<file path="src/rtl/mux_scan_reg.sv">
// rtl/mux_scan_reg.sv - CH:1 registered mux with direct select and round-robin scan, valid/ready output
module mux_scan_reg #(
  parameter int WIDTH   = 8,
  parameter int CH      = 8,
  parameter int SELW    = 3,
  parameter int DWELL_W = 4
) (
  input  logic                clk,
  input  logic                rst,
  input  logic                en,
  input  logic                mode,
  input  logic [SELW-1:0]     sel,
  input  logic [CH-1:0]       ch_mask,
  input  logic [DWELL_W-1:0]  dwell,
  input  logic [CH*WIDTH-1:0] din,
  output logic [WIDTH-1:0]    dout,
  output logic [SELW-1:0]     dout_ch,
  output logic                dout_valid,
  input  logic                dout_ready,
  output logic                sel_err
);

  typedef enum logic [1:0] {IDLE, DIRECT, SCAN} state_t;

  localparam logic [SELW:0]   CH_W    = (SELW+1)'(CH);
  localparam logic [SELW-1:0] LAST_CH = SELW'(CH - 1);

  state_t             state, state_nxt;
  logic [SELW-1:0]    ptr, ptr_nxt;
  logic [DWELL_W-1:0] dwell_cnt, dwell_cnt_nxt;
  logic [DWELL_W-1:0] dwell_eff;
  logic [DWELL_W:0]   run_len;
  logic [SELW-1:0]    scan_ch, cap_ch;
  logic               free, capture, found, sel_bad, err_nxt;
  int                 idx;

  assign free      = ~dout_valid | dout_ready;
  assign sel_bad   = {1'b0, sel} >= CH_W;
  assign dwell_eff = (dwell == '0) ? DWELL_W'(1) : dwell;

  // First enabled channel at or after ptr, wrapping at CH (never yields an index >= CH)
  always_comb begin
    found   = 1'b0;
    scan_ch = '0;
    idx     = 0;
    for (int i = 0; i < CH; i++) begin
      idx = int'(ptr) + i;
      if (idx >= CH) idx = idx - CH;
      if (!found && ch_mask[idx]) begin
        found   = 1'b1;
        scan_ch = idx[SELW-1:0];
      end
    end
  end

  always_comb begin
    state_nxt     = state;
    capture       = 1'b0;
    cap_ch        = sel;
    err_nxt       = 1'b0;
    ptr_nxt       = ptr;
    dwell_cnt_nxt = dwell_cnt;
    run_len       = '0;
    case (state)
      DIRECT: begin
        err_nxt = sel_bad;
        capture = en & free & ~sel_bad;
      end
      SCAN: begin
        err_nxt = ~found;
        cap_ch  = scan_ch;
        capture = en & free & found;
        // A channel reached by skipping a masked ptr starts a fresh dwell
        run_len = ((scan_ch == ptr) ? {1'b0, dwell_cnt} : '0) + (DWELL_W+1)'(1);
        if (capture) begin
          if (run_len >= {1'b0, dwell_eff}) begin
            ptr_nxt       = (scan_ch == LAST_CH) ? '0 : scan_ch + SELW'(1);
            dwell_cnt_nxt = '0;
          end else begin
            ptr_nxt       = scan_ch;
            dwell_cnt_nxt = run_len[DWELL_W-1:0];
          end
        end
      end
      default: ;
    endcase

    if (!en)       state_nxt = IDLE;
    else if (mode) state_nxt = SCAN;
    else           state_nxt = DIRECT;

    if (state_nxt == SCAN && state != SCAN) begin
      ptr_nxt       = '0;
      dwell_cnt_nxt = '0;
    end
  end

  always_ff @(posedge clk or posedge rst) begin
    if (rst) begin
      state      <= IDLE;
      ptr        <= '0;
      dwell_cnt  <= '0;
      dout       <= '0;
      dout_ch    <= '0;
      dout_valid <= 1'b0;
      sel_err    <= 1'b0;
    end else begin
      state     <= state_nxt;
      ptr       <= ptr_nxt;
      dwell_cnt <= dwell_cnt_nxt;
      sel_err   <= err_nxt;
      if (capture) begin
        dout       <= din[int'(cap_ch)*WIDTH +: WIDTH];
        dout_ch    <= cap_ch;
        dout_valid <= 1'b1;
      end else if (dout_ready) begin
        dout_valid <= 1'b0;
      end
    end
  end

endmodule

</file>
<file path="config.mk">
export PLATFORM = sky130hd
export DESIGN_NAME = mux_scan_reg
export DESIGN_NICKNAME = d
export VERILOG_FILES = /design/src/rtl/mux_scan_reg.sv
export SDC_FILE = /design/constraint.sdc
export NUM_CORES = 1
export LEC_CHECK = 0
export CAP_MARGIN = 40
export CORE_ASPECT_RATIO = 0.8
export CORE_MARGIN = 2
export CORE_UTILIZATION = 52
export DETAILED_ROUTE_END_ITERATION = 10
export GPL_ROUTABILITY_DRIVEN = 1
export PLACE_DENSITY = 0.88
export RECOVER_POWER = 25
export SLEW_MARGIN = 30
export SYNTH_ARGS = -nofsm -noshare
export SYNTH_HDL_FRONTEND = slang
export SYNTH_SLANG_ARGS = --single-unit
</file>
<file path="constraint.sdc">
create_clock -name clk -period 11.7 [get_ports clk]
set_input_delay 1.17 -clock clk [delete_from_list [all_inputs] [get_ports clk]]
set_output_delay 1.17 -clock clk [all_outputs]
set_load 0.02 [all_outputs]
</file>
# --- Word-level counts from Yosys, hierarchy flattened ---
# Cells that the tools add are included.
# W data, S select, Z words.
totals:
  regBits: 22
  inputBits: 84
  word_cells: 139
classes:
  add_sub_neg: 17
  magnitude_cmp: 17
  n_eq_ne: 6
  shifts: 1
  n_mux: 66
  bitwise: 5
  n_reduce_logical: 20
ops:
  columns: ["cell", "n"]
  rows:
  - ["$lt A32 B5 Y1 const B", 8]
  - ["$mux W32", 8]
  - ["$shiftx A64 B7 Y8", 1]
  - ["$mux W3", 14]
  - ["$sub A4 B4 Y5 const B", 7]
  - ["$ge A4 B4 Y1 const B", 7]
  - ["$mux W1", 27]
  - ["$bmux W1 S3", 8]
  - ["$mux W4", 6]
  - ["$add A3 B3 Y4 const B", 4]
  - ["$add A3 B2 Y4 const B", 2]
  - ["$logic_and A1 B1 Y1", 8]
  - ["$logic_not A1 Y1", 7]
  - ["$reduce_bool A2 Y1", 3]
  - ["$add A4 B1 Y5 const B", 1]
  - ["$ge A5 B4 Y1", 1]
  - ["$sub A3 B4 Y5 const B", 1]
  - ["$add A3 B1 Y4 const B", 1]
  - ["$eq A2 B2 Y1 const B", 2]
  - ["$ge A3 B4 Y1 const B", 1]
  - ["$logic_not A4 Y1", 1]
  - ["$mux W2", 2]
  - ["$add A3 B1 Y3 const B", 1]
  - ["$eq A3 B3 Y1", 1]
  - ["other kinds (8)", 10]

# --- Logic depth before layout (Yosys ltp) ---
# Gate-level depths: netlist (run 1).
logic_depth:
  depth_word: 35
  mapped_depth: 22
  ltp_nobuf: 18

# --- Worst setup path after synthesis (run 1) ---
# No wires, ideal clock.
synth_timing:
  path_type: "reg-to-reg"
  from: "register ptr[1]"
  to: "register dwell_cnt[3]"
  t_arrival_ns: 5.391
  path_slack_ns: 6.244
  path_stages_with_launch: 23
  path_buffers: 4
  period_less_slack_ns: 5.456
  cell_sequence: "dfrtp_1 buf_2 buf_2 inv_1 ha_1 buf_6 mux2_4 mux4_2 o32ai_2 and4_1 and3_1 o31a_1 o211ai_2 buf_2 nor2_1 ha_1 ha_1 a21o_1 a21o_1 a21oi_1 nand2_1 a2111oi_0 o22a_1"
synth_via:
  elab_chain_len: 35
  word_cells_on_any_way: 96
synth_rtl:
  columns: ["element", "line_no", "text"]
  rows:
  - ["start: declaration", "29", "logic [SELW-1:0] ptr, ptr_nxt;"]
  - ["start signal: assignment", "109", "ptr <= ptr_nxt;"]
  - ["branches (longest 35 deep; another with $sub A4 B4 Y5)", null, null]
  - ["end signal: assignment", "110", "dwell_cnt <= dwell_cnt_nxt;"]
  - ["end: declaration", "30", "logic [DWELL_W-1:0] dwell_cnt, dwell_cnt_nxt;"]
# Parallel ways; which one is timed is not known. The select of a mux whose other input is x is not followed.
# A chain may end at the register's enable or synchronous reset.

# --- Worst setup path in the final report (run 1) ---
layout_timing:
  from: "register ptr[0]"
  to: "register dwell_cnt[3]"
# The elaborated chain is that of the path after synthesis.

==> impl_metrics.toml, run 1 <==
[clock_network]
cts_tree = "built"
postCtsResizedCells = 0
clock-sinks = 22
post-cts-setup-buffers = 0
clock_latency_ns = 0.27
cts-root-buf = "clkbuf_8"
cts_buffer_depth = 2
htree_levels = 1
cts_buffers = 3
path_clk_slew_ns = 0.08
cts_hold_buffers = 0

[placement]
place_area_sq_um = 4050
port_buffers = 96
place_congestion = 0.911
place_hpwl_microns = 6880

[sta]
worstMarginPinSlew_ns = 0.909
timing.final.crit_share_pct = 55.6
slew_headroom_pct = 39.4
clock_skew_ns = 0.00594
rsz0062_at_grt = "no"
finalSetupViolCount = 0
tns_ns = 0
max_freq_ghz = 0.154
hold_viol = 0
slew_violations = 0
post-route-min-period_ns = 6.50

[setup_path]
worstPathRequired_ns = 11.91
cpPeakStageDelay_ns = 0.69
reg2reg_depth = 18
arrival_ns = 6.71
cp_max_fo = 13
crit_path_cell_trace = "clkinv_1 > ha_1 > mux2_2 > mux4_2 > o32ai_2 > nand3_1 > nor3_1 > nor4_1 > o211ai_2 > nor2_1 > ha_1 > ha_1 > a21o_1 > a21o_1 > a21oi_1 > nand2_1 > a2111oi_0 > o22a_1"
cp-end-kind = "flip-flop"
start_kind = "flip-flop"
cp_common_cell = "ha_1"
crit_slowest_cell = "ha_1"
critPathKind = "reg -> reg"

[power_and_ir_drop]
leakage_nw = 1.67
power_frac_clock_pct = 6.2
pwr-share-seq_pct = 13.6
power.share.switching_pct = 49.9
worst_ir_drop_vdd_mv = 0.100
p_int_w = 0.000445
netSwitchingPower_w = 0.000444
p_per_area_nw_per_um2 = 216
combPwrFrac_pct = 80.2

[floorplanning]
pin_count = 97
start_util_pct = 53.1
die_h_microns = 72.9
core_area_sq_um = 5820
die_w_microns = 90.2
num_rows = 25
dieArea_sq_um = 6580

[run]
drv_cap = 0

[layout]
final_common_cell = "clkdlybuf4s50_1"
multi_input_area_sq_um = 2340
layout_common_cells = "clkdlybuf4s50_1, mux2i_1, nor2_1, dfrtp_1, and3_1"
num_antenna_cells = 0
seq_area_sq_um = 551
nets = 519
drive_gt1_share_pct = 11.1
area_growth_pct = 33.5
fillCellCount = 454
finalInstanceArea_sq_um = 4120

[routing]
drtPass1Iterations = 5
wl_per_cell_microns = 17.6
drtAntennaViolNets = 0
drt-total-wl_microns = 8860
drc = 0
drt_iter0_markers = 238
viasPerCell = 6.36
dr_total_vias = 3204

[synth]
yosysSeqAreaShare_pct = 17.8
synth_nets = 433
netlist_area_sq_um = 3090
ys_async_sr_fraction_pct = 100
ys_types = 65
synth_flop_cell = "dfrtp_1"
synth_edf_count = 0
syn_inst = 338
ys_ff_latch = 22
syn_avg_cell_area_sq_um = 9.14
yosys_warnings = 0

[global_routing]
grt_pass1_wl_microns = 14300
grt_max_degree = 34
grt_antenna_before_repair = 0
grt_overflow = 0
track_usage_pct = 26.4
grt_pass1_vias = 2960

[min_path]
holdCritPathClass = "reg -> reg"
hold_path_depth = 1

[outcome]
status = "completed"
final cells by class:
type | count | share of cell area (%)
multi-input cells | 278 | 56.8
inverters | 17 | 1.55
flip-flops and latches | 22 | 13.4
clock buffers | 4 | 1.34
well taps | 81 | 2.46
repair buffers | 102 | 24.6
synth_stat cells, types with 5 or more instances:
library cell   n  area, sq um
nand2_1       16         60.1
nand2b_1       6         37.5
nor3_1         7         35.0
a21oi_1       11         55.1
buf_2          6         30.0
mux2_2        12          135
buf_6          5         56.3
mux4_2         9          203
o21ai_0        5         25.0
mux2i_1       22          220
dfrtp_1       22          551
clkbuf_1       5         18.8
ha_1          11          138
xor2_1         5         43.8
mux4_1         5          131
inv_1         16         60.1
nand3_1       10         50.1
a211oi_1      16          120
a31oi_1       11         68.8
and3_1        17          106
o22a_1         6         52.6
a211o_1       16          140
o22ai_1        7         43.8
nor2_1        22         82.6
layer usage:
metal | share of wire [%] | vias to the layer above | GRT usage [%]
met5 | 0 | - | 0
met4 | 1.6 | 0 | 4.79
met3 | 6.7 | 21 | 4.03
met2 | 49 | 161 | 46.6
met1 | 43 | 1511 | 35.2
li1 | - | 1511 | -
state kept, by name, indices dropped and copies added (netlist names):
name and cells:
state 2, dout_valid 1, ptr 3, sel_err 1, dout_ch 3, dout 8, dwell_cnt 4
power groups by stage:
stage | Sequential [W] | Clock, W | Combinational, W
CTS | 0.000128 | 0.0000560 | 0.000687
global placement | 0.000130 | 0 | 0.000656
global route | 0.000124 | 0.0000601 | 0.000771
floorplan | 0.000135 | 0 | 0.000522
finish | 0.000121 | 0.0000550 | 0.000713
detailed placement | 0.000129 | 0 | 0.000685
through the flow:
stage               hold WS [ns]  setup WS (ns)  utilization (%)  cells  power [W]
floorplan                  0.495           6.24                -    338   0.000658
global placement           0.494           5.17             69.1    495   0.000787
detailed placement         0.512           4.79             69.7    497   0.000814
CTS                        0.532           4.79             70.6    501   0.000871
global route               0.553           4.71             70.9    504   0.000954
finish                     0.526           5.20             70.9    504   0.000889
cell families (layout without fill, tap and decap cells):
group	count (synthesis)	after routing	synth area share [%]
AOI/OAI and AO/OA	111	111	28.6
xor gates and xnor gates	7	7	1.98
adders and majority gates	11	11	4.46
buffers and inverters	38	123	6.80
DFF	22	22	17.8
muxes	51	51	23.7
and+or+nand+nor	98	98	16.6
final timing paths:
| kind | slack, ns | start | endpoint |
|---|---|---|---|
| max | 5.20 | ptr[0]$_DFFE_PP0P_ | dwell_cnt[3]$_DFFE_PP0P_ |
| min | 0.53 | dout_ch[2]$_DFFE_PP0P_ | dout_ch[2]$_DFFE_PP0P_ |
| max reg2reg | 5.20 | ptr[0]$_DFFE_PP0P_ | dwell_cnt[3]$_DFFE_PP0P_ |
| min reg2reg | 0.53 | dout_ch[2]$_DFFE_PP0P_ | dout_ch[2]$_DFFE_PP0P_ |
| max in group asynchronous | 9.36 | rst | ptr[2]$_DFFE_PP0P_ |
| min in group asynchronous | 1.24 | rst | dout_valid$_DFFE_PP0P_ |
worst max-delay path: cells and delay by family (launching register included):
family	cells	cell delay, ns
AO/OA/AOI/OAI	7	2.37
adder cells (fa/ha/maj)	3	1.31
AND/OR/NAND/NOR	5	0.99
multiplexers	2	0.89
flip-flops	1	0.55
buffers and inverters	1	0.32
(Power assumes the default switching activity.)
==> run 2: changes to the inputs <==
CORE_UTILIZATION = 43   (was 52)
PLACE_DENSITY = 0.78   (was 0.88)
clock period = 5.6 ns   (was 11.7 ns; I/O delays follow)
==> run 2 against run 1 <==
Net effect: first-iteration DRC count up 4.6%; via count is 1.9% lower; clock skew shrank 0.0011 ns; routed wire length is 0.10% higher; combinational power is 110% higher; critical path depth did not move; largest cell class unchanged; largest power group unchanged.
==> impl_metrics.toml, run 2 (synthesized netlist as in run 1, its figures left out) <==
[global_routing]
grt_antenna_before_repair = 0
grt_pass1_wl_microns = 14100
grt_pass1_vias = 2859
grt_max_degree = 34
grt_overflow = 0
track_usage_pct = 21.5

[placement]
place_congestion = 0.888
port_buffers = 96
place_hpwl_microns = 6860
dp_cells = 508

[sta]
max_freq_ghz = 0.190
tns_ns = 0
post-route-min-period_ns = 5.26
slew_headroom_pct = 42.5
timing.final.crit_share_pct = 94.0
finalSetupViolCount = 0
hold_viol = 0
slew_violations = 0
clock_skew_ns = 0.00479
rsz0062_at_grt = "no"
worstMarginPinSlew_ns = 0.862

[floorplanning]
start_util_pct = 44.6
num_rows = 27
dieArea_sq_um = 7880
pin_count = 97
core_area_sq_um = 6930
die_h_microns = 79.8
die_w_microns = 98.8

[layout]
seq_area_sq_um = 551
largest_register = "dout"
fin_cells = 512
largest_register_ffs = 8
num_antenna_cells = 0
layout_common_cells = "clkdlybuf4s50_1, mux2i_1, nor2_1, dfrtp_1, and3_1"
area_growth_pct = 33.8
reg_top3 = "dout: 8 flops, dwell_cnt: 4 flops"
nets = 522
multi_input_area_sq_um = 2350
fillCellCount = 592
final_common_cell = "clkdlybuf4s50_1"
drive_gt1_share_pct = 11.8

[run]
drv_cap = 0

[power_and_ir_drop]
p_int_w = 0.000941
netSwitchingPower_w = 0.000931
pwr-share-seq_pct = 13.2
power_frac_clock_pct = 5.2
p_per_area_nw_per_um2 = 453
combPwrFrac_pct = 81.6
leakage_nw = 1.67
power.share.switching_pct = 49.7
worst_ir_drop_vdd_mv = 0.197

[clock_network]
cts_buffer_depth = 2
cts_tree = "built"
cts-root-buf = "clkbuf_8"
htree_levels = 1
cts_buffers = 3
clock-sinks = 22
clock_latency_ns = 0.26
path_clk_slew_ns = 0.08

[setup_path]
critPathKind = "reg -> reg"
start_kind = "flip-flop"
r2r_start = "ptr[0]$_DFFE_PP0P_"
worstPathRequired_ns = 5.80
rrSetupSlack_ns = 0.34
arrival_ns = 5.46
reg2reg_depth = 18
critPathLaunch = "ptr[0]$_DFFE_PP0P_"
cp_max_fo = 13
cp-end-kind = "flip-flop"
regToRegEndpoint = "dwell_cnt[3]$_DFFE_PP0P_"

[routing]
dr_total_vias = 3143
drt_iter0_markers = 249
viasPerCell = 6.14
wl_per_cell_microns = 17.3
drt-total-wl_microns = 8870
drc = 0
drtPass1Iterations = 5
drtAntennaViolNets = 0

[min_path]
holdCritStartpoint = "dout_ch[1]$_DFFE_PP0P_"
holdCritPathClass = "reg -> reg"
hold_path_depth = 1
holdPathEnd = "dout_ch[1]$_DFFE_PP0P_"

[outcome]
status = "completed"
-- run 2: worst max-delay path, stage by stage (launching register included) --
cell and delay [ns]:
dfrtp_1 0.35, clkinv_1 0.09, ha_2 0.51, mux2_2 0.39
mux4_2 0.51, o32a_1 0.40, a2111oi_4 0.42, o22ai_1 0.12
a21oi_1 0.20, o211ai_2 0.13, nor2_1 0.16, ha_1 0.27
ha_1 0.30, a21o_1 0.16, a21o_1 0.17, a21oi_1 0.21
nand2_1 0.14, a2111oi_0 0.50, o22a_1 0.18
-- run 2: through the flow --
stage               setup WS [ns]  hold WS [ns]  power (W)  util [%]  instance area [sq um]
finish                      0.336         0.521    0.00187      59.7                   4130
global route               0.0185         0.560    0.00201      59.7                   4130
CTS                         0.222         0.526    0.00183      59.6                   4130
detailed placement          0.205         0.496    0.00173      59.0                   4090
global placement            0.496         0.494    0.00170      58.8                   4070
floorplan                   0.144         0.495    0.00137         -                   3090
-- run 2: metal layers --
| metal | GRT usage [%] | share of wire, % | routed length, microns |
|---|---|---|---|
| met5 | 0 | 0 | 0 |
| met4 | 3.15 | 0.60 | 53 |
| met3 | 4.03 | 5.2 | 464 |
| met2 | 35.0 | 48 | 4260 |
| met1 | 30.4 | 46 | 4100 |
-- run 2: final cells by class --
type	instances	share of cell area (%)
Timing Repair Buffer	105	24.7
Multi-Input combinational cell	278	56.8
Clock buffer	3	0.999
Sequential cell	22	13.3
Tap cell	87	2.63
Inverter	17	1.54
-- run 2: worst max path at each step --
stage | to | slack [ns] | cells past startpoint
2_1_floorplan | dwell_cnt[3]$_DFFE_PP0P_ | 0.14 | 22
3_3_place_gp | dwell_cnt[3]$_DFFE_PP0P_ | 0.50 | 17
3_5_place_dp | dwell_cnt[3]$_DFFE_PP0P_ | 0.21 | 17
4_1_cts | dwell_cnt[3]$_DFFE_PP0P_ | 0.22 | 18
5_1_grt | dwell_cnt[3]$_DFFE_PP0P_ | 0.02 | 18
6_report | dwell_cnt[3]$_DFFE_PP0P_ | 0.34 | 18
-- run 2: what timing repair did --
action                                 4_1_cts  5_1_grt
setup endpoints to repair                    0        1
hold buffers                                 0        0
buffers inserted                             0        0
endpoints found under the hold margin        0        0
resized for setup                            0        2
-- run 2: power by group through the flow --
stage / Clock [W] / Combinational [W] / Sequential (W)
global route: 0.000107 / 0.00165 / 0.000257
finish: 0.0000972 / 0.00153 / 0.000248
detailed placement: 0 / 0.00148 / 0.000249
global placement: 0 / 0.00146 / 0.000247
CTS: 0.0000983 / 0.00149 / 0.000247
floorplan: 0 / 0.00109 / 0.000282
==> patch, RTL diff (settings of run 2) <==
Add an input register stage for `mode`, with the module's reset; this delays it by one clock. The other inputs are not delayed to match.
--- a/src/rtl/mux_scan_reg.sv
+++ b/src/rtl/mux_scan_reg.sv
@@ -26,2 +26,12 @@
   localparam logic [SELW-1:0] LAST_CH = SELW'(CH - 1);
+
+  logic mode_q;
+
+  always_ff @(posedge clk or posedge rst) begin
+    if (rst) begin
+      mode_q <= '0;
+    end else begin
+      mode_q <= mode;
+    end
+  end
 
@@ -88,3 +98,3 @@
     if (!en)       state_nxt = IDLE;
-    else if (mode) state_nxt = SCAN;
+    else if (mode_q) state_nxt = SCAN;
     else           state_nxt = DIRECT;
Function: changed (a bounded check fails within 4 cycles, from zero or initial values and one cycle with rst high).
==> patch against run 2 <==
- global-route usage grew 3.0 points
- routed wire length grew 22%
- worst setup slack better by 0.087 ns
- via count up 21%
- design area is 10% higher
- sequential power rose by 3%
- largest cell class unchanged
- fmax is 1.7% higher
- non-clock buffer count up 1
- total power grew 7.4%
- sequential cell count rose by 1
- synthesized area grew 13%
- hold slack got worse by 0.099 ns
- largest power group unchanged
- die area grew 12%
==> patch: results <==
export IMPL_rrSetupSlack_ns=0.42
export IMPL_synth_compound_area_share_pct=28.63
export IMPL_place_hpwl_um=8410
export IMPL_synth_xor_area_share_pct=1.763
export IMPL_slew_headroom_pct=43.51
export IMPL_hold_end="state[0]$_DFF_PP0_"
export IMPL_synth_area_leaders="dfrtp_1 17%, mux4_2 9.1%, mux2i_1 7.8%"
export IMPL_crit_path_max_incr_delay_ns=0.60
export IMPL_status="finished clean"
export IMPL_leakage_nw=1.787
export IMPL_viasPerCell=6.345
export IMPL_first_iter_violations=352
export IMPL_grt_usage_pct=24.57
export IMPL_ys_seq_area_share_pct=16.55
export IMPL_cp_max_fo=10
export IMPL_routed_wl_um=10860
export IMPL_gp_congestion=0.9965
export IMPL_synth_area_mux_share_pct=22.45
export IMPL_whs_ns=0.4223
export IMPL_place_area_sq_um=4507
export IMPL_syn_avg_cell_area_sq_um=8.610
export IMPL_synthesis_nets=499
export IMPL_synth_top_cells_by_count="35 x nand2_1, 35 x nor2_1, 28 x a21oi_1"
export IMPL_rr_endpoint="dwell_cnt[1]$_DFFE_PP0P_"
export IMPL_yosys_area_share_adder_pct=3.957
export IMPL_pre_cts_slack_ns=0.2561
export IMPL_num_vias=3788
export IMPL_grt_pass1_vias=3724
patch: per-layer routing:
metal / up-vias / track usage [%] / routed length [um]
met3: 22 / 3.261 / 921
li1: 1729 / - / -
met2: 213 / 41.00 / 5287
met4: 0 / 8.477 / 206
met1: 1824 / 32.90 / 4446
met5: - / 0 / 0
patch: logic make-up after synthesis:
| group | Yosys count |
|---|---|
| mux | 56 |
| xor+xnor | 7 |
| flops | 23 |
| simple gates | 136 |
| fa+ha+maj | 11 |
| buf+inv | 46 |
| compound gates | 125 |
patch: what timing repair did:
item | CTS | global route
gates resized for setup | 0 | 2
endpoints found under the setup margin | 0 | 1
hold endpoints to repair | 0 | 0
patch: area by class of cell:
cell class                      instances  area (sq um)
Clock buffer                            3         41.29
Clock inverter                          1         7.507
Fill cell                             701          3326
Inverter                               21         91.34
Multi-Input combinational cell        335          2661
Sequential cell                        23         575.6
Tap cell                              108         135.1
Timing Repair Buffer                  106          1036
patch: how the worst max path moves through the flow:
stage                                   from                       end  slack [ns]  cells after the start
after floorplan           ptr[1]$_DFFE_PP0P_  dwell_cnt[0]$_DFFE_PP0P_        0.14                     21
after global placement            ch_mask[6]  dwell_cnt[0]$_DFFE_PP0P_        0.43                     17
after detailed placement          ch_mask[6]  dwell_cnt[0]$_DFFE_PP0P_        0.26                     17
after CTS                 ptr[0]$_DFFE_PP0P_  dwell_cnt[0]$_DFFE_PP0P_        0.30                     18
after global routing      ptr[0]$_DFFE_PP0P_  dwell_cnt[0]$_DFFE_PP0P_        0.08                     18
final                     ptr[0]$_DFFE_PP0P_  dwell_cnt[1]$_DFFE_PP0P_        0.42                     18
patch: report_power, final:
group          leakage, nW  internal, mW  switching, mW
clock               0.0217        0.0505         0.0613
combinational         1.48         0.727          0.916
sequential           0.287         0.212         0.0431
total                 1.79         0.990           1.02
